## src/rtl/alu_mdu.sv

```systemverilog
// ---------------------------------------------------------------------------
// alu_mdu
// EX-stage ALU for the MIPS core. Single-cycle logic/shift/add/compare ops
// plus multi-cycle MULT/MULTU and DIV/DIVU writing internal HI/LO registers.
// The result is registered, and the input side uses a valid/ready handshake.
//
// Ports
//   clk        clock, all state on the rising edge
//   resetn     asynchronous active-low reset
//   in_valid   op/a/b/sa valid this cycle
//   in_ready   block can accept (idle); does not depend on any input
//   op         operation code (0..24, 25..31 illegal)
//   a, b       rs, rt operands
//   sa         immediate shift amount
//   flush      abort the in-flight op and drop the same-cycle input
//   out_valid  one-cycle pulse, y/overflow/zero valid
//   y          result
//   overflow   signed overflow of ADD/SUB
//   zero       y == 0
//   hi, lo     current HI/LO register contents
// ---------------------------------------------------------------------------
module alu_mdu #(
    parameter int WIDTH   = 32,
    parameter int MUL_LAT = 3,
    parameter bit DIV_EN  = 1'b1
) (
    input  logic                     clk,
    input  logic                     resetn,
    input  logic                     in_valid,
    output logic                     in_ready,
    input  logic [4:0]               op,
    input  logic [WIDTH-1:0]         a,
    input  logic [WIDTH-1:0]         b,
    input  logic [$clog2(WIDTH)-1:0] sa,
    input  logic                     flush,
    output logic                     out_valid,
    output logic [WIDTH-1:0]         y,
    output logic                     overflow,
    output logic                     zero,
    output logic [WIDTH-1:0]         hi,
    output logic [WIDTH-1:0]         lo
);

    localparam int SHW     = $clog2(WIDTH);
    localparam int CNT_MAX = (WIDTH > MUL_LAT) ? WIDTH : MUL_LAT;
    localparam int CW      = $clog2(CNT_MAX + 1);

    localparam logic [4:0] OP_AND   = 5'd0;
    localparam logic [4:0] OP_OR    = 5'd1;
    localparam logic [4:0] OP_XOR   = 5'd2;
    localparam logic [4:0] OP_NOR   = 5'd3;
    localparam logic [4:0] OP_LUI   = 5'd4;
    localparam logic [4:0] OP_SLL   = 5'd5;
    localparam logic [4:0] OP_SRL   = 5'd6;
    localparam logic [4:0] OP_SRA   = 5'd7;
    localparam logic [4:0] OP_SLLV  = 5'd8;
    localparam logic [4:0] OP_SRLV  = 5'd9;
    localparam logic [4:0] OP_SRAV  = 5'd10;
    localparam logic [4:0] OP_ADD   = 5'd11;
    localparam logic [4:0] OP_ADDU  = 5'd12;
    localparam logic [4:0] OP_SUB   = 5'd13;
    localparam logic [4:0] OP_SUBU  = 5'd14;
    localparam logic [4:0] OP_SLT   = 5'd15;
    localparam logic [4:0] OP_SLTU  = 5'd16;
    localparam logic [4:0] OP_MULT  = 5'd17;
    localparam logic [4:0] OP_MULTU = 5'd18;
    localparam logic [4:0] OP_DIV   = 5'd19;
    localparam logic [4:0] OP_DIVU  = 5'd20;
    localparam logic [4:0] OP_MFHI  = 5'd21;
    localparam logic [4:0] OP_MFLO  = 5'd22;
    localparam logic [4:0] OP_MTHI  = 5'd23;
    localparam logic [4:0] OP_MTLO  = 5'd24;

    typedef enum logic [1:0] {
        ST_IDLE,
        ST_MUL,
        ST_DIV
    } state_t;

    state_t state, state_nx;

    logic [CW-1:0]      cnt;
    logic [WIDTH-1:0]   opa;
    logic [WIDTH-1:0]   opb;
    logic [WIDTH-1:0]   rem;
    logic               mul_signed;
    logic               neg_q;
    logic               neg_r;

    logic               accept;
    logic               is_mul;
    logic               is_div;
    logic               div_start;
    logic [WIDTH-1:0]   sum;
    logic [WIDTH-1:0]   diff;
    logic [WIDTH-1:0]   res;
    logic               res_ovf;
    logic               a_neg;
    logic               b_neg;
    logic [WIDTH-1:0]   abs_a;
    logic [WIDTH-1:0]   abs_b;
    logic [WIDTH:0]     shifted;
    logic [WIDTH-1:0]   trial;
    logic               sub_ok;
    logic [2*WIDTH-1:0] ext_a;
    logic [2*WIDTH-1:0] ext_b;
    logic [2*WIDTH-1:0] product;

    assign in_ready  = (state == ST_IDLE);
    assign accept    = in_valid && in_ready && !flush;
    assign is_mul    = (op == OP_MULT) || (op == OP_MULTU);
    assign is_div    = (op == OP_DIV) || (op == OP_DIVU);
    assign div_start = accept && is_div && DIV_EN && (b != '0);
    assign zero      = (y == '0);

    assign sum  = a + b;
    assign diff = a - b;

    // The divider works on magnitudes; signs are reapplied in the final cycle.
    assign a_neg = (op == OP_DIV) && a[WIDTH-1];
    assign b_neg = (op == OP_DIV) && b[WIDTH-1];
    assign abs_a = a_neg ? -a : a;
    assign abs_b = b_neg ? -b : b;

    // One restoring step: opa holds the dividend shifting out at the top and
    // the quotient shifting in at the bottom. The partial remainder is always
    // below the divisor, so the low WIDTH bits of the difference are exact.
    assign shifted = {rem, opa[WIDTH-1]};
    assign sub_ok  = (shifted >= {1'b0, opb});
    assign trial   = shifted[WIDTH-1:0] - opb;

    assign ext_a   = mul_signed ? {{WIDTH{opa[WIDTH-1]}}, opa} : {{WIDTH{1'b0}}, opa};
    assign ext_b   = mul_signed ? {{WIDTH{opb[WIDTH-1]}}, opb} : {{WIDTH{1'b0}}, opb};
    assign product = ext_a * ext_b;

    // Single-cycle result and overflow for the op presented at the input.
    always_comb begin
        res     = '0;
        res_ovf = 1'b0;
        case (op)
            OP_AND:  res = a & b;
            OP_OR:   res = a | b;
            OP_XOR:  res = a ^ b;
            OP_NOR:  res = ~(a | b);
            OP_LUI:  res = {b[WIDTH/2-1:0], {(WIDTH/2){1'b0}}};
            OP_SLL:  res = b << sa;
            OP_SRL:  res = b >> sa;
            OP_SRA:  res = $signed(b) >>> sa;
            OP_SLLV: res = b << a[SHW-1:0];
            OP_SRLV: res = b >> a[SHW-1:0];
            OP_SRAV: res = $signed(b) >>> a[SHW-1:0];
            OP_ADD: begin
                res     = sum;
                res_ovf = (a[WIDTH-1] == b[WIDTH-1]) && (sum[WIDTH-1] != a[WIDTH-1]);
            end
            OP_ADDU: res = sum;
            OP_SUB: begin
                res     = diff;
                res_ovf = (a[WIDTH-1] != b[WIDTH-1]) && (diff[WIDTH-1] != a[WIDTH-1]);
            end
            OP_SUBU: res = diff;
            OP_SLT:  res = {{(WIDTH-1){1'b0}}, ($signed(a) < $signed(b))};
            OP_SLTU: res = {{(WIDTH-1){1'b0}}, (a < b)};
            OP_MFHI: res = hi;
            OP_MFLO: res = lo;
            default: res = '0;
        endcase
    end

    // State register.
    always_ff @(posedge clk or negedge resetn) begin
        if (!resetn) begin
            state <= ST_IDLE;
        end else begin
            state <= state_nx;
        end
    end

    // Next-state logic; flush overrides everything, including a same-cycle accept.
    always_comb begin
        state_nx = state;
        case (state)
            ST_IDLE: begin
                if (accept && is_mul) begin
                    state_nx = ST_MUL;
                end else if (div_start) begin
                    state_nx = ST_DIV;
                end
            end
            ST_MUL:  if (cnt == '0) state_nx = ST_IDLE;
            ST_DIV:  if (cnt == '0) state_nx = ST_IDLE;
            default: state_nx = ST_IDLE;
        endcase
        if (flush) begin
            state_nx = ST_IDLE;
        end
    end

    // Datapath: result register, HI/LO, and the multiply/divide working state.
    // A flushed cycle leaves every register alone apart from dropping out_valid.
    always_ff @(posedge clk or negedge resetn) begin
        if (!resetn) begin
            out_valid  <= 1'b0;
            y          <= '0;
            overflow   <= 1'b0;
            hi         <= '0;
            lo         <= '0;
            cnt        <= '0;
            opa        <= '0;
            opb        <= '0;
            rem        <= '0;
            mul_signed <= 1'b0;
            neg_q      <= 1'b0;
            neg_r      <= 1'b0;
        end else begin
            out_valid <= 1'b0;
            if (!flush) begin
                case (state)
                    ST_IDLE: begin
                        if (accept) begin
                            if (is_mul) begin
                                opa        <= a;
                                opb        <= b;
                                mul_signed <= (op == OP_MULT);
                                cnt        <= CW'(MUL_LAT - 1);
                            end else if (div_start) begin
                                opa   <= abs_a;
                                opb   <= abs_b;
                                rem   <= '0;
                                neg_q <= a_neg ^ b_neg;
                                neg_r <= a_neg;
                                cnt   <= CW'(WIDTH);
                            end else begin
                                out_valid <= 1'b1;
                                y         <= res;
                                overflow  <= res_ovf;
                                if (is_div && DIV_EN) begin
                                    hi <= a;
                                    lo <= '1;
                                end
                                if (op == OP_MTHI) hi <= a;
                                if (op == OP_MTLO) lo <= a;
                            end
                        end
                    end
                    ST_MUL: begin
                        if (cnt == '0) begin
                            {hi, lo}  <= product;
                            y         <= '0;
                            overflow  <= 1'b0;
                            out_valid <= 1'b1;
                        end else begin
                            cnt <= cnt - CW'(1);
                        end
                    end
                    ST_DIV: begin
                        if (cnt == '0) begin
                            lo        <= neg_q ? -opa : opa;
                            hi        <= neg_r ? -rem : rem;
                            y         <= '0;
                            overflow  <= 1'b0;
                            out_valid <= 1'b1;
                        end else begin
                            if (sub_ok) begin
                                rem <= trial;
                                opa <= {opa[WIDTH-2:0], 1'b1};
                            end else begin
                                rem <= shifted[WIDTH-1:0];
                                opa <= {opa[WIDTH-2:0], 1'b0};
                            end
                            cnt <= cnt - CW'(1);
                        end
                    end
                    default: ;
                endcase
            end
        end
    end

endmodule

```

## config.mk

```make
export PLATFORM = sky130hd
export DESIGN_NAME = alu_mdu
export DESIGN_NICKNAME = d
export VERILOG_FILES = /design/src/rtl/alu_mdu.sv
export SDC_FILE = /design/constraint.sdc
export NUM_CORES = 2
export LEC_CHECK = 0
export ABC_AREA = 1
export BUFFER_PORTS_ARGS = -buffer_cell sky130_fd_sc_hd__buf_4
export CORE_UTILIZATION = 25
export DETAILED_ROUTE_END_ITERATION = 10
export SLEW_MARGIN = 10
export SYNTH_ARGS = -nofsm -noshare
export SYNTH_HDL_FRONTEND = slang
export SYNTH_SLANG_ARGS = --single-unit
```

## constraint.sdc

```tcl
create_clock -name clk -period 17.8 [get_ports clk]
set_input_delay 0 -clock clk [delete_from_list [all_inputs] [get_ports clk]]
set_output_delay 0 -clock clk [all_outputs]
set_load 0.005 [all_outputs]
```

# == After elaboration in Yosys (flattened, before gate mapping) ==
# Index checks and enable logic that the tools add are counted.
# totals
register_bits,205
in_bits,78
# op_classes
n_bitwise,7
n_mul,1
shift,6
n_mux,64
n_lt_le_gt_ge,3
n_eq_ne,44
add_sub_neg,8
reduce_logical,34
# ops
cell,n
$mux W32,33
$pmux W32 S17,1
$pmux W32 S2,3
$pmux W32 S3,2
$mux W64,2
$neg A32 Y32,4
$lt A32 B32 Y1,2
$mul A64 B64 Y64,1
$shl A32 B5 Y32,2
$shr A32 B5 Y32,2
$sshr A32 B5 Y32,2
$sub A32 B32 Y32,2
$eq A5 B5 Y1 const B,9
$eq A5 B4 Y1 const B,8
$ge A33 B32 Y1,1
$add A32 B32 Y32,1
$and A32 B32 Y32,1
$logic_not A32 Y1,1
$not A32 Y32,1
$or A32 B32 Y32,1
$reduce_bool A32 Y1,1
$xor A32 B32 Y32,1
$mux W6,4
$eq A5 B3 Y1 const B,4
other kinds (32),78

# == Depth between registers and ports, before layout ==
# logic_depth
depth_word,10
depth_mapped,42
mapped_depth_nobuf,41

# == Worst setup path before layout ==
# Ideal clock, no wire load.
# synth_path
path_type,flip-flop to flip-flop
start,reg opa[31]
end,reg hi[30]
path_stages_with_launch,35
setup_ns,0.117
arrival_ns,8.654
path_slack_ns,9.030
path_cell_list,dfrtp_1 clkbuf_1 nand2_1 clkbuf_1 nor2_1 fa_1 inv_1 fa_1 inv_1 fa_1 inv_1 fa_1 inv_1 fa_1 fa_1 fa_1 inv_1 fa_1 inv_1 fa_1 inv_1 fa_1 inv_1 ha_1 inv_1 nor3_1 inv_1 nor4_1 nand3_1 nand2_1 a21oi_1 o21ai_0 nand2_1 nand2_1 nand2_1
# synth_via
elab_chain_cells,4
# synth_lines
item,line_no,text
"start, declared",83,logic [WIDTH-1:0] opa;
"start signal, assigned",227,opa <= abs_a;
"start signal, assigned",266,"opa <= {opa[WIDTH-2:0], 1'b1};"
"start signal, assigned",269,"opa <= {opa[WIDTH-2:0], 1'b0};"
$mux W64,132,"assign ext_a = mul_signed ? {{WIDTH{opa[WIDTH-1]}}, opa} : {{WIDTH{1'b0}}, opa};"
$mul A64 B64 Y64,134,assign product = ext_a * ext_b;
$mux W32,247,if (cnt == '0) begin
$pmux W32 S3,218,case (state)
"end signal, assigned",248,"{hi, lo} <= product;"
"end signal, assigned",259,hi <= neg_r ? -rem : rem;
"end, declared",40,"output logic [WIDTH-1:0] hi,"
# No other way between the ends. The select of a mux whose other input is x is not followed.
# A chain may end at the register's enable or synchronous reset.

# == Final worst setup path ==
# layout_path
start,reg mul_signed
end,reg hi[13]
# layout_via
elab_chain_cells,4
# layout_lines
item,line_no,text
"start, declared",86,logic mul_signed;
"start signal, assigned",224,mul_signed <= (op == OP_MULT);
"$mux W64, on equally long branches","132, 133",
$mul A64 B64 Y64 (*),134,
$mux W32 (*),247,
$pmux W32 S3 (*),218,
# Mark *: on every way between the ends. The rest lies on a longest branch, timed or not. The select of a mux whose other input is x is not followed.

==> flow_summary_export.csv <==
group,metric,value,unit
drt,dr.pass1.iters,7,
global_route,grt_max_degree,80,
final_layout,multi_input_area,58900,sq um
synthesis,syn_avg_cell_area,7.12,sq um
clock_network,cts_root_buf,"clkbuf_16",
drt,vias,72900,
run,maxCapViolCount,0,
synthesis,netlist_instances,10700,
clock_network,cts_tree,"done",
sta,rsz0062_at_grt,"no",
global_route,grt_overflow_total,0,
final_layout,synthToLayoutAreaGrowth,9.43,%
critical_path,rr_startpoint,"mul_signed",
critical_path,r2r-end,"hi[13]",
synthesis,synth_top_area_share,37.4,%
sta,finalCritPeriodShare,61.2,%
clock_network,clk_path_buf_depth,3,
min_path,hp-start,"op[3]",
floorplan,design.core.area,303000,sq um
critical_path,critPathCaptureType,"register",
synthesis,ys_seq_area_share,6.74,%
min_path,min_path_type,"input pin to register",
synthesis,synth_edf_count,0,
critical_path,r2r_cells,32,
floorplan,floorplan.initialDensity,25.1,%
critical_path,cp_max_fo,16,
min_path,hold_path_depth,7,
floorplan,fp.dieArea,307000,sq um
synthesis,synth-seq-cells,205,
critical_path,cp_slowest_cell,"fa_1",
floorplan,io_pins,178,
critical_path,crit_arrival,11.50,ns
sta,worstMarginPinSlew,1.40,ns
drt,wl_per_cell,25.3,um
final_layout,ff_latch_area,5170,sq um
final_layout,final_nets,12600,
drt,drt-total-wl,370,mm
sta,timing.setup.tns,0,ns
synthesis,muxShareOfSynthArea,0.0132,%
synthesis,synth_area_leaders,"fa_1 (37%), inv_1 (13%), nand2_1 (13%)",
synthesis,synth_warnings,0,
status,outcome,"finished, final reports clean",
global_route,grt_first_pass_wirelength,529,mm
drt,first_iter_violations,9408,
critical_path,cp-start-kind,"register",
synthesis,synth.distinct_cells,61,
synthesis,yosys.area_share.simple,21.3,%
placed_design,place_congestion,1.08,
floorplan,fp-row-count,202,
placed_design,port_buffers,177,
clock_network,numCtsBuffers,30,
sta,finalSetupViolations,0,
critical_path,cpPeakStageDelay,0.84,ns
clock_network,clk_pin_slew,0.06,ns
critical_path,cp.required,18.41,ns
clock_network,h-tree-depth,1,
critical_path,cp_top_family,"adder cells",
sta,hold_viol_final,0,
min_path,worstHoldEndpoint,"cnt[5]",
synthesis,yosys.area_share.adder,44.8,%
synthesis,synth-compound-area-share,9.95,%
final_layout,drive_above_1_share,4.75,%
floorplan,die_w,554,um
synthesis,synth_top_family_by_area,"adder cells",
clock_network,cts_sinks,205,
sta,timing.fmax,91.8,MHz
synthesis,syn_nets,12600,
final_layout,fill_cells,33500,
clock_network,post-cts-setup-buffers,0,
critical_path,r2r_slack,6.91,ns
synthesis,synth_xor_area_share,1.22,%
floorplan,die_h,554,um
sta,clock_skew,0.0680,ns
critical_path,criticalPathCategory,"register to register",
sta,period_needed,10.89,ns
synthesis,syn_area,76100,sq um
global_route,antenna_found_initial,24,
drt,drc,0,
synthesis,yosysTopAreaCell,"fa_1",
sta,final_max_slew_viol_count,0,
global_route,track_usage,23.9,%
critical_path,cpMostUsedCell,"fa_1",
synthesis,ys.flop_type,"dfrtp_1",
sta,max_slew_margin,5.42,%
critical_path,path_buf_inv,9,
drt,drtAntennaViolNets,0,
clock_network,clk_latency,0.70,ns
synthesis,async_flop_share,100,%
global_route,first_global_vias,72700,
placed_design,detailed_place_hpwl,304,mm
drt,viasPerCell,4.98,
## cells in the mapped netlist, types with 69 or more instances
cell / n
dfrtp_1: 205
o21ai_1: 81
ha_1: 447
nand3_1: 563
inv_1: 2668
o211ai_1: 100
nor2_1: 566
fa_1: 1422
a21oi_1: 393
nand4_1: 69
xor2_1: 77
nor3_1: 81
clkbuf_1: 365
o21ai_0: 521
nand2_1: 2591
## cell type report
cell class	instances	share of cell area, %
diodes	14	0.0421
clock buffers	37	0.969
clock inverters	19	0.293
inverters	2711	12.2
multi-input cells	7284	70.7
flip-flops and latches	205	6.21
well taps	3978	5.98
repair buffers	379	3.57
## cell families (layout without fill, tap and decap cells)
logic type      Yosys count  after routing
other cells               0             14
mux                       1              1
buf+inv                3197           3146
simple gates           3974           3974
fa+ha+maj              1869           1869
flops                   205            205
xor+xnor                106            106
compound gates         1334           1334
## placed cells by master (no fill, tap or decap), types with 33 or more instances in the layout
cell           count
nand3_1          563
ha_1             445
dfrtp_2           34
nand4_1           69
o21ai_0          519
o21ai_1           80
fa_1            1422
inv_1           2668
a21oi_1          392
nor2_1           562
nand2_1         2587
o211ai_1         100
buf_4            329
xor2_1            77
nor3_1            80
dlygate4sd3_1     49
nor4_1            33
a31oi_1           41
dfrtp_1          171
## worst register-to-register path: cells and delay by family, from the launching register on
kind            cells  cell delay, ns
fa+ha+maj          11            6.12
simple gates       10            1.80
buf+inv             9            1.61
compound gates      2            0.83
flops               1            0.45
## state kept, by name (all words and copies together), names as in the netlist
signal      cells
hi             32
overflow        1
cnt             6
opa            32
out_valid       1
state           2
mul_signed      1
y              32
neg_q           1
lo             32
neg_r           1
opb            32
rem            32
## how the worst max path moves through the flow
stage,endpoint,slack (ns),startpoint,cells after the start
final,hi[13],6.91,mul_signed,32
after global routing,hi[14],6.54,mul_signed,30
after CTS,hi[13],7.08,mul_signed,32
after detailed placement,hi[13],7.13,mul_signed,32
after global placement,hi[13],7.16,mul_signed,32
after floorplan,hi[30],9.03,opa[31],34
## timing repair
| action | in CTS | in global routing |
|---|---|---|
| hold buffers | 49 | 0 |
| hold endpoints to repair | 152 | 0 |
| resized for setup | 0 | 0 |
## stage by stage
step	utilization (%)	setup WS (ns)	instances	hold slack, ns	cell area (sq um)
finish	27.5	6.91	14600	0.0174	83300
global route	27.5	6.54	14600	0.0221	83200
CTS	27.5	7.08	14600	0.00852	83200
detailed placement	27.0	7.13	14500	0.102	81700
global placement	27.0	7.16	14500	0.110	81700
floorplan	-	9.03	10700	-0.296	76100
## per-layer routing
layer	track usage, %	vias up	share of wire (%)
li1	-	31900	-
met1	32.7	36100	42
met2	35.1	4127	41
met3	5.49	793	11
met4	11.8	14	6.1
met5	0	-	0.028
Power is not shown: default switching activity piles up to over one toggle a cycle in this logic, so the estimate is an artifact.
